## src/rtl/regfile_pkg.sv

```systemverilog
// Shared types and default sizing for the parametrised register file.
package regfile_pkg;

  localparam int unsigned DEFAULT_DATA_WIDTH = 16;
  localparam int unsigned DEFAULT_ADDR_WIDTH = 3;

  typedef enum logic [1:0] {
    IDLE = 2'd0,
    DUMP = 2'd1,
    DONE = 2'd2
  } dumpState_t;

endpackage

```

## src/rtl/regfile_dump_seq.sv

```systemverilog
// Dump sequencer: walks an index over every register with a valid/ready handshake.
module regfile_dump_seq
  import regfile_pkg::*;
#(
  parameter int unsigned ADDR_WIDTH = DEFAULT_ADDR_WIDTH
) (
  input  logic                  clock,
  input  logic                  resetN,
  input  logic                  dumpStart,
  input  logic                  dumpReady,
  output logic                  dumpValid,
  output logic [ADDR_WIDTH-1:0] dumpAddr,
  output logic                  dumpBusy,
  output logic                  dumpDone
);

  localparam int unsigned IDX_WIDTH = ADDR_WIDTH + 1;
  localparam int unsigned DEPTH     = 1 << ADDR_WIDTH;
  // One extra index bit keeps the last-beat compare free of wrap-around.
  localparam logic [IDX_WIDTH-1:0] LAST_IDX = IDX_WIDTH'(DEPTH - 1);

  dumpState_t           state;
  dumpState_t           stateNext;
  logic [IDX_WIDTH-1:0] index;
  logic [IDX_WIDTH-1:0] indexNext;

  // State and index registers, cleared asynchronously so a reset aborts a dump.
  always_ff @(posedge clock or negedge resetN) begin
    if (!resetN) begin
      state <= IDLE;
      index <= '0;
    end else begin
      state <= stateNext;
      index <= indexNext;
    end
  end

  // Next-state and index update; a beat advances only when accepted.
  always_comb begin
    stateNext = state;
    indexNext = index;
    case (state)
      IDLE: begin
        if (dumpStart) begin
          stateNext = DUMP;
          indexNext = '0;
        end
      end
      DUMP: begin
        if (dumpReady) begin
          if (index == LAST_IDX) begin
            stateNext = DONE;
          end else begin
            indexNext = index + IDX_WIDTH'(1);
          end
        end
      end
      DONE: begin
        stateNext = IDLE;
        indexNext = '0;
      end
      default: begin
        stateNext = IDLE;
        indexNext = '0;
      end
    endcase
  end

  assign dumpValid = (state == DUMP);
  assign dumpBusy  = (state != IDLE);
  assign dumpDone  = (state == DONE);
  assign dumpAddr  = index[ADDR_WIDTH-1:0];

endmodule

```

## src/rtl/param_register_file.sv

```systemverilog
// Parametrised register file: two combinational read ports, one write port, dump port.
module param_register_file
  import regfile_pkg::*;
#(
  parameter int unsigned DATA_WIDTH = DEFAULT_DATA_WIDTH,
  parameter int unsigned ADDR_WIDTH = DEFAULT_ADDR_WIDTH,
  parameter bit          ZERO_REG   = 1'b0,
  parameter bit          BYPASS     = 1'b0
) (
  input  logic                  clock,
  input  logic                  resetN,
  input  logic [ADDR_WIDTH-1:0] readReg1,
  input  logic [ADDR_WIDTH-1:0] readReg2,
  output logic [DATA_WIDTH-1:0] readData1,
  output logic [DATA_WIDTH-1:0] readData2,
  input  logic [ADDR_WIDTH-1:0] writeReg,
  input  logic [DATA_WIDTH-1:0] writeFile,
  input  logic                  regWrite,
  input  logic                  dumpStart,
  input  logic                  dumpReady,
  output logic                  dumpValid,
  output logic [ADDR_WIDTH-1:0] dumpAddr,
  output logic [DATA_WIDTH-1:0] dumpData,
  output logic                  dumpBusy,
  output logic                  dumpDone
);

  localparam int unsigned DEPTH = 1 << ADDR_WIDTH;

  logic [DATA_WIDTH-1:0] regs [DEPTH];
  logic                  writeEn;

  // Writes to the hardwired-zero register are dropped.
  assign writeEn = regWrite && !(ZERO_REG && (writeReg == '0));

  // Storage array with asynchronous clear.
  always_ff @(posedge clock or negedge resetN) begin
    if (!resetN) begin
      for (int unsigned i = 0; i < DEPTH; i++) begin
        regs[i] <= '0;
      end
    end else if (writeEn) begin
      regs[writeReg] <= writeFile;
    end
  end

  // Read port 1: array value, then bypass, then zero-register override.
  always_comb begin
    readData1 = regs[readReg1];
    if (BYPASS && regWrite && (readReg1 == writeReg)) begin
      readData1 = writeFile;
    end
    if (ZERO_REG && (readReg1 == '0)) begin
      readData1 = '0;
    end
  end

  // Read port 2: same priority as port 1.
  always_comb begin
    readData2 = regs[readReg2];
    if (BYPASS && regWrite && (readReg2 == writeReg)) begin
      readData2 = writeFile;
    end
    if (ZERO_REG && (readReg2 == '0)) begin
      readData2 = '0;
    end
  end

  // Dump data shows current contents; bypass never applies, so a same-edge write is not seen.
  always_comb begin
    dumpData = regs[dumpAddr];
    if (ZERO_REG && (dumpAddr == '0)) begin
      dumpData = '0;
    end
  end

  regfile_dump_seq #(
    .ADDR_WIDTH(ADDR_WIDTH)
  ) u_dumpSeq (
    .clock    (clock),
    .resetN   (resetN),
    .dumpStart(dumpStart),
    .dumpReady(dumpReady),
    .dumpValid(dumpValid),
    .dumpAddr (dumpAddr),
    .dumpBusy (dumpBusy),
    .dumpDone (dumpDone)
  );

endmodule

```

## config.mk

```make
export PLATFORM = sky130hd
export DESIGN_NAME = param_register_file
export DESIGN_NICKNAME = d
export VERILOG_FILES = /design/src/rtl/regfile_pkg.sv /design/src/rtl/regfile_dump_seq.sv /design/src/rtl/param_register_file.sv
export SDC_FILE = /design/constraint.sdc
export NUM_CORES = 1
export LEC_CHECK = 0
export ABC_AREA = 1
export CAP_MARGIN = 20
export CORE_ASPECT_RATIO = 2
export CORE_MARGIN = 5
export CORE_UTILIZATION = 55
export CTS_CLUSTER_SIZE = 12
export DETAILED_ROUTE_END_ITERATION = 16
export GPL_TIMING_DRIVEN = 0
export PLACE_DENSITY = 0.77
export REMOVE_ABC_BUFFERS = 1
export SLEW_MARGIN = 20
export SYNTH_ARGS = -nofsm -noshare
export SYNTH_HDL_FRONTEND = slang
export SYNTH_SLANG_ARGS = --single-unit
```

## constraint.sdc

```tcl
create_clock -name clock -period 1.7 [get_ports clock]
set_input_delay 0.17 -clock clock [delete_from_list [all_inputs] [get_ports clock]]
set_output_delay 0.17 -clock clock [all_outputs]
set_load 0.01 [all_outputs]
```

# After elaboration in Yosys (flattened, before gate mapping)
# Index checks and enable logic that the tools add are counted.
# Widths: inputs -> output; s select.
word_totals:
  reg_bits: 134
  latchBits: 0
  mem_bits_rw: 0
  mem_bits_ro: 0
  input_bits: 30
  out_inout_bits: 54
  word_cells: 52
  mem_count: 0
op_classes:
  n_addsub: 1
  mul: 0
  div_mod_pow: 0
  order_cmp: 5
  n_eq_ne: 7
  shifts: 0
  mux: 20
  bitwise: 4
  n_reduce_logical: 5
ops:
  columns: ["op", "n"]
  rows:
  - ["$bmux 16 s3", 3]
  - ["$bwmux 128", 1]
  - ["$mux 16", 7]
  - ["$demux 16 s3", 1]
  - ["$ge 4x4->1 const B", 4]
  - ["$not 3->4", 4]
  - ["$mux 4", 3]
  - ["$pmux 4 s2", 1]
  - ["$mux 2", 3]
  - ["$ne 2x2->1 const B", 3]
  - ["$reduce_and 3->1", 2]
  - ["$add 4x1->4 const B", 1]
  - ["$eq 4x3->1 const B", 1]
  - ["$lt 4x1->1 const B", 1]
  - ["$pmux 2 s2", 1]
  - ["$eq 2x1->1 const B", 1]
  - ["$eq 2x2->1 const B", 1]
  - ["$logic_not 2->1", 1]
  - ["$ne 2x1->1 const B", 1]
  - ["$reduce_bool 2->1", 1]
  - ["$logic_and 1x1->1", 1]

# Depth between registers and ports, before layout
logic_depth:
  depth_word: 6
  depth_mapped: 8
  mapped_depth_nobuf: 7

# Cells and area by module
# A second synthesis with hierarchy kept.
hier_totals:
  hier_cells: 1517
  hier_area_um2: 9096.2
modules_own_cells:
  columns: ["module", "instances", "cells_per_inst", "area_each_um2", "seq_area_each_um2"]
  rows:
  - ["param_register_file", 1, 1463, 8705.8, 3203.1]
  - ["regfile_dump_seq", 1, 54, 390.4, 150.1]

# Worst setup path before layout
# Ideal clock, no wire load.
synth_timing:
  path_kind: "register to output"
  startpoint: "reg u_dumpSeq.index[0]"
  endpoint: "out dumpData[10]"
  arrival_ps: 1128
  required_ps: 1530
  path_slack_ps: 402
  path_stages_with_launch: 8
  path_buffers: 2
  cell_sequence: "dfrtp_1 > inv_2 > buf_4 > buf_2 > nor2_1 > o21ai_0 > nand2_1 > nand2_1"
synth_via:
  elab_chain_len: 4
synth_rtl:
  columns: ["element", "line_no", "text"]
  rows:
  - ["start: declaration", "regfile_dump_seq.sv:24", "logic [IDX_WIDTH-1:0] index;"]
  - ["start signal: assignment", "regfile_dump_seq.sv:34", "index <= indexNext;"]
  - ["$not 3->4 (implied by the code)", "param_register_file.sv:71", "dumpData = regs[dumpAddr];"]
  - ["$bmux 16 s3", "param_register_file.sv:71", null]
  - ["$mux 16 (implied by the code) (2 in series)", "param_register_file.sv:71", null]
  - ["end: declaration", "param_register_file.sv:23", "output logic [DATA_WIDTH-1:0] dumpData,"]
# Every way passes these cells. The select of a mux whose other input is x is not followed.

# Worst setup path in the final report
layout_timing:
  startpoint: "reg u_dumpSeq.index[0]"
  endpoint: "out dumpData[8]"
# Same word-level chain as after synthesis.

==> results.py <==
metrics = {
    "floorplanning": {
        "chipWidth_um": 99.8,
        "die_h_um": 190,
        "rows": 65,
        "core-area_um2": 15900,
        "dieArea_um2": 18900,
        "start_util_pct": 55.9,
        "ios": 84,
    },
    "clock_tree": {
        "clk_latency_ns": 0.42,
        "htree_levels": 4,
        "clk_pin_slew_ns": 0.06,
        "cts-root-buf": "clkbuf_16",
        "cts.sinks": 134,
        "cts_buffer_depth": 2,
        "cts_buffers": 17,
        "cts_tree": "done",
    },
    "logic_synthesis": {
        "synthTopCellsByArea": "dfrtp_1 38%, nand2_1 27%, o21ai_0 11%",
        "yosysWarningCount": 0,
        "avgSynthCellArea_um2": 6.16,
        "yosysMostFrequentCell": "nand2_1",
        "yosys.area.top_type_share_pct": 37.8,
        "synth_seq_area_share_pct": 37.8,
        "synth-seq-cells": 134,
        "synthTopCellsByCount": "633 x nand2_1, 201 x o21ai_0, 150 x nand3_1, 134 x dfrtp_1, 127 x inv_1",
        "synth-main-ff-cell": "dfrtp_1",
        "synthCells": 1438,
        "synth_area_um2": 8860,
        "ys_async_sr_fraction_pct": 100,
        "synth_cell_types": 19,
        "synth_enable_flop_cells": 0,
        "synth_top_area_cell": "dfrtp_1",
    },
    "timing": {
        "worst_slew_pin_slew_ns": 0.726,
        "rsz0062_at_grt": "true",
        "period_minus_slack_ns": 2.01,
        "setup_viol": 21,
        "slew_headroom_pct": 51.4,
        "slew_violations": 0,
        "finalCritPeriodShare_pct": 119,
        "skew_ns": 0.00197,
        "finalHoldViolCount": 0,
        "timing.final.ws_setup_ns": -0.315,
        "max_freq_mhz": 496,
    },
    "routing": {
        "drc": 0,
        "vias_per_cell": 5.95,
        "drt-total-wl_um": 33100,
        "routedWlPerCell_um": 19.3,
        "first_pass_iters": 8,
        "ant_nets": 0,
        "drt-initial-drc-count": 1455,
        "num_vias": 10200,
    },
    "place": {
        "dpl.hpwl_um": 16600,
        "port-buffer-count": 83,
        "dp_cells": 1632,
        "finalWeightedCongestion": 0.792,
    },
    "outcome": {
        "status": "complete, but fails checks",
        "violations": "negative setup slack",
    },
    "final_layout": {
        "final_nets": 1531,
        "area_delta_synth_final_pct": 23.6,
        "final_cells": 1714,
        "antenna-diode-count": 0,
        "fillers": 1398,
        "layout-drive-gt1-share_pct": 16.9,
    },
    "worst_hold_path": {
        "hold_class": "input port to asynchronous set/reset pin",
    },
    "power": {
        "power_leakage_nw": 5.81,
        "ir_worst_vdd_mv": 1.41,
        "power_per_cell_area_nw_per_um2": 1470,
        "p_total_mw": 16.1,
    },
    "critical_path": {
        "reg2regPathDepth": 8,
        "cp.required_ns": 1.53,
        "start_kind": "flop",
        "crit_path_end_kind": "primary output",
        "arrival_ns": 1.84,
        "cp_max_fo": 8,
        "path_class": "flop to primary output",
    },
    "grt": {
        "grt_pass1_vias": 10000,
        "grt.overflow.total": 0,
        "grt_max_degree": 73,
        "grt_use_total_pct": 35.4,
        "grt_pass1_wl_um": 51800,
        "antenna_found_initial": 1,
    },
    "job": {
        "maxCapViolCount": 0,
    },
}
==> worst max-delay path: stages (launching register included) <==
cell     delay [ns]
dfrtp_4        0.55
buf_16         0.23
inv_16         0.12
buf_12         0.13
nand2_4        0.04
nand3_2        0.04
nand2_1        0.05
nand2_1        0.05
nand2_1        0.06
buf_2          0.14
==> sequential cells by signal (all words and copies together) (netlist names) <==
register         cells
u_dumpSeq.index      4
regs               128
u_dumpSeq.state      2
==> kinds of logic after synthesis <==
| logic type | synth area share (%) |
|---|---|
| adders and majority gates | 0.141 |
| buffers and inverters | 11.0 |
| and+or+nand+nor | 38.3 |
| DFF | 37.8 |
| AOI/OAI and AO/OA | 12.8 |
==> cell usage in the layout, fill, tap and decap left out, types with 14 or more instances in the layout <==
cell type,Yosys,routed
buf_2,63,17
buf_4,8,31
clkbuf_16,0,17
clkbuf_2,3,18
clkdlybuf4s15_1,0,14
clkdlybuf4s50_1,0,22
dfrtp_1,134,131
inv_1,127,48
inv_2,4,75
nand2_1,633,614
nand3_1,150,133
nand3_2,0,16
nor2_1,61,58
o21ai_0,201,177
o21ai_1,25,48
==> area by class of cell <==
type | instances | area, µm² | share of cell area [%]
multi-input combinational | 1075 | 4730 | 43.2
timing repair buffer | 131 | 1240 | 11.3
timing repair inverter | 9 | 154 | 1.40
clock inverter | 12 | 203 | 1.85
inverter | 132 | 579 | 5.29
tap | 201 | 251 | 2.30
clock buffer | 20 | 437 | 3.98
sequential | 134 | 3360 | 30.7
==> worst paths after layout <==
check | startpoint | endpoint | slack (ns)
min | resetN | regs[121] | 0.30
min in group clock | dumpStart | u_dumpSeq.state[0] | 0.33
max reg2reg | u_dumpSeq.index[0] | u_dumpSeq.index[1] | -0.04
max in group asynchronous | resetN | regs[7] | 0.67
max | u_dumpSeq.index[0] | dumpData[8] | -0.31
min reg2reg | regs[58] | regs[58] | 0.48
==> metal layers <==
layer  up-vias  track usage [%]  part of all wire (%)
li1       4629                -                     -
met1      4582             41.3                    33
met2       751             55.7                    47
met3       228             7.41                    12
met4         0             27.4                   8.1
met5         -                0                     0
==> per-stage QoR <==
stage	hold slack, ns	TNS, ns	worst slack (ns)	area [µm²]	utilization [%]
3_5_place_dp	0.172	-97.95	-1.38	9640	60.8
2_1_floorplan	-0.126	-18.93	-0.988	8390	-
4_1_cts	0.332	-4.65	-0.353	10800	68.3
5_1_grt	0.362	-5.67	-0.371	11000	69.1
6_report	0.304	-4.16	-0.315	11000	69.1
3_3_place_gp	0.466	-880.11	-4.91	9470	59.7
==> what timing repair did <==
item | 4_1_cts | 5_1_grt
gates resized for setup | 225 | 149
pin swaps | 14 | 18
gates cloned | 14 | 0
setup buffers | 18 | 20
endpoints found under the setup margin | 105 | 62
endpoints found under the hold margin | 71 | 0
hold buffers | 1 | 0
==> where the power goes <==
part,internal [mW],switching (mW)
logic,2.78,4.87
clock network,2.60,1.46
registers,3.85,0.551
Power figures use the tool's default switching activity.
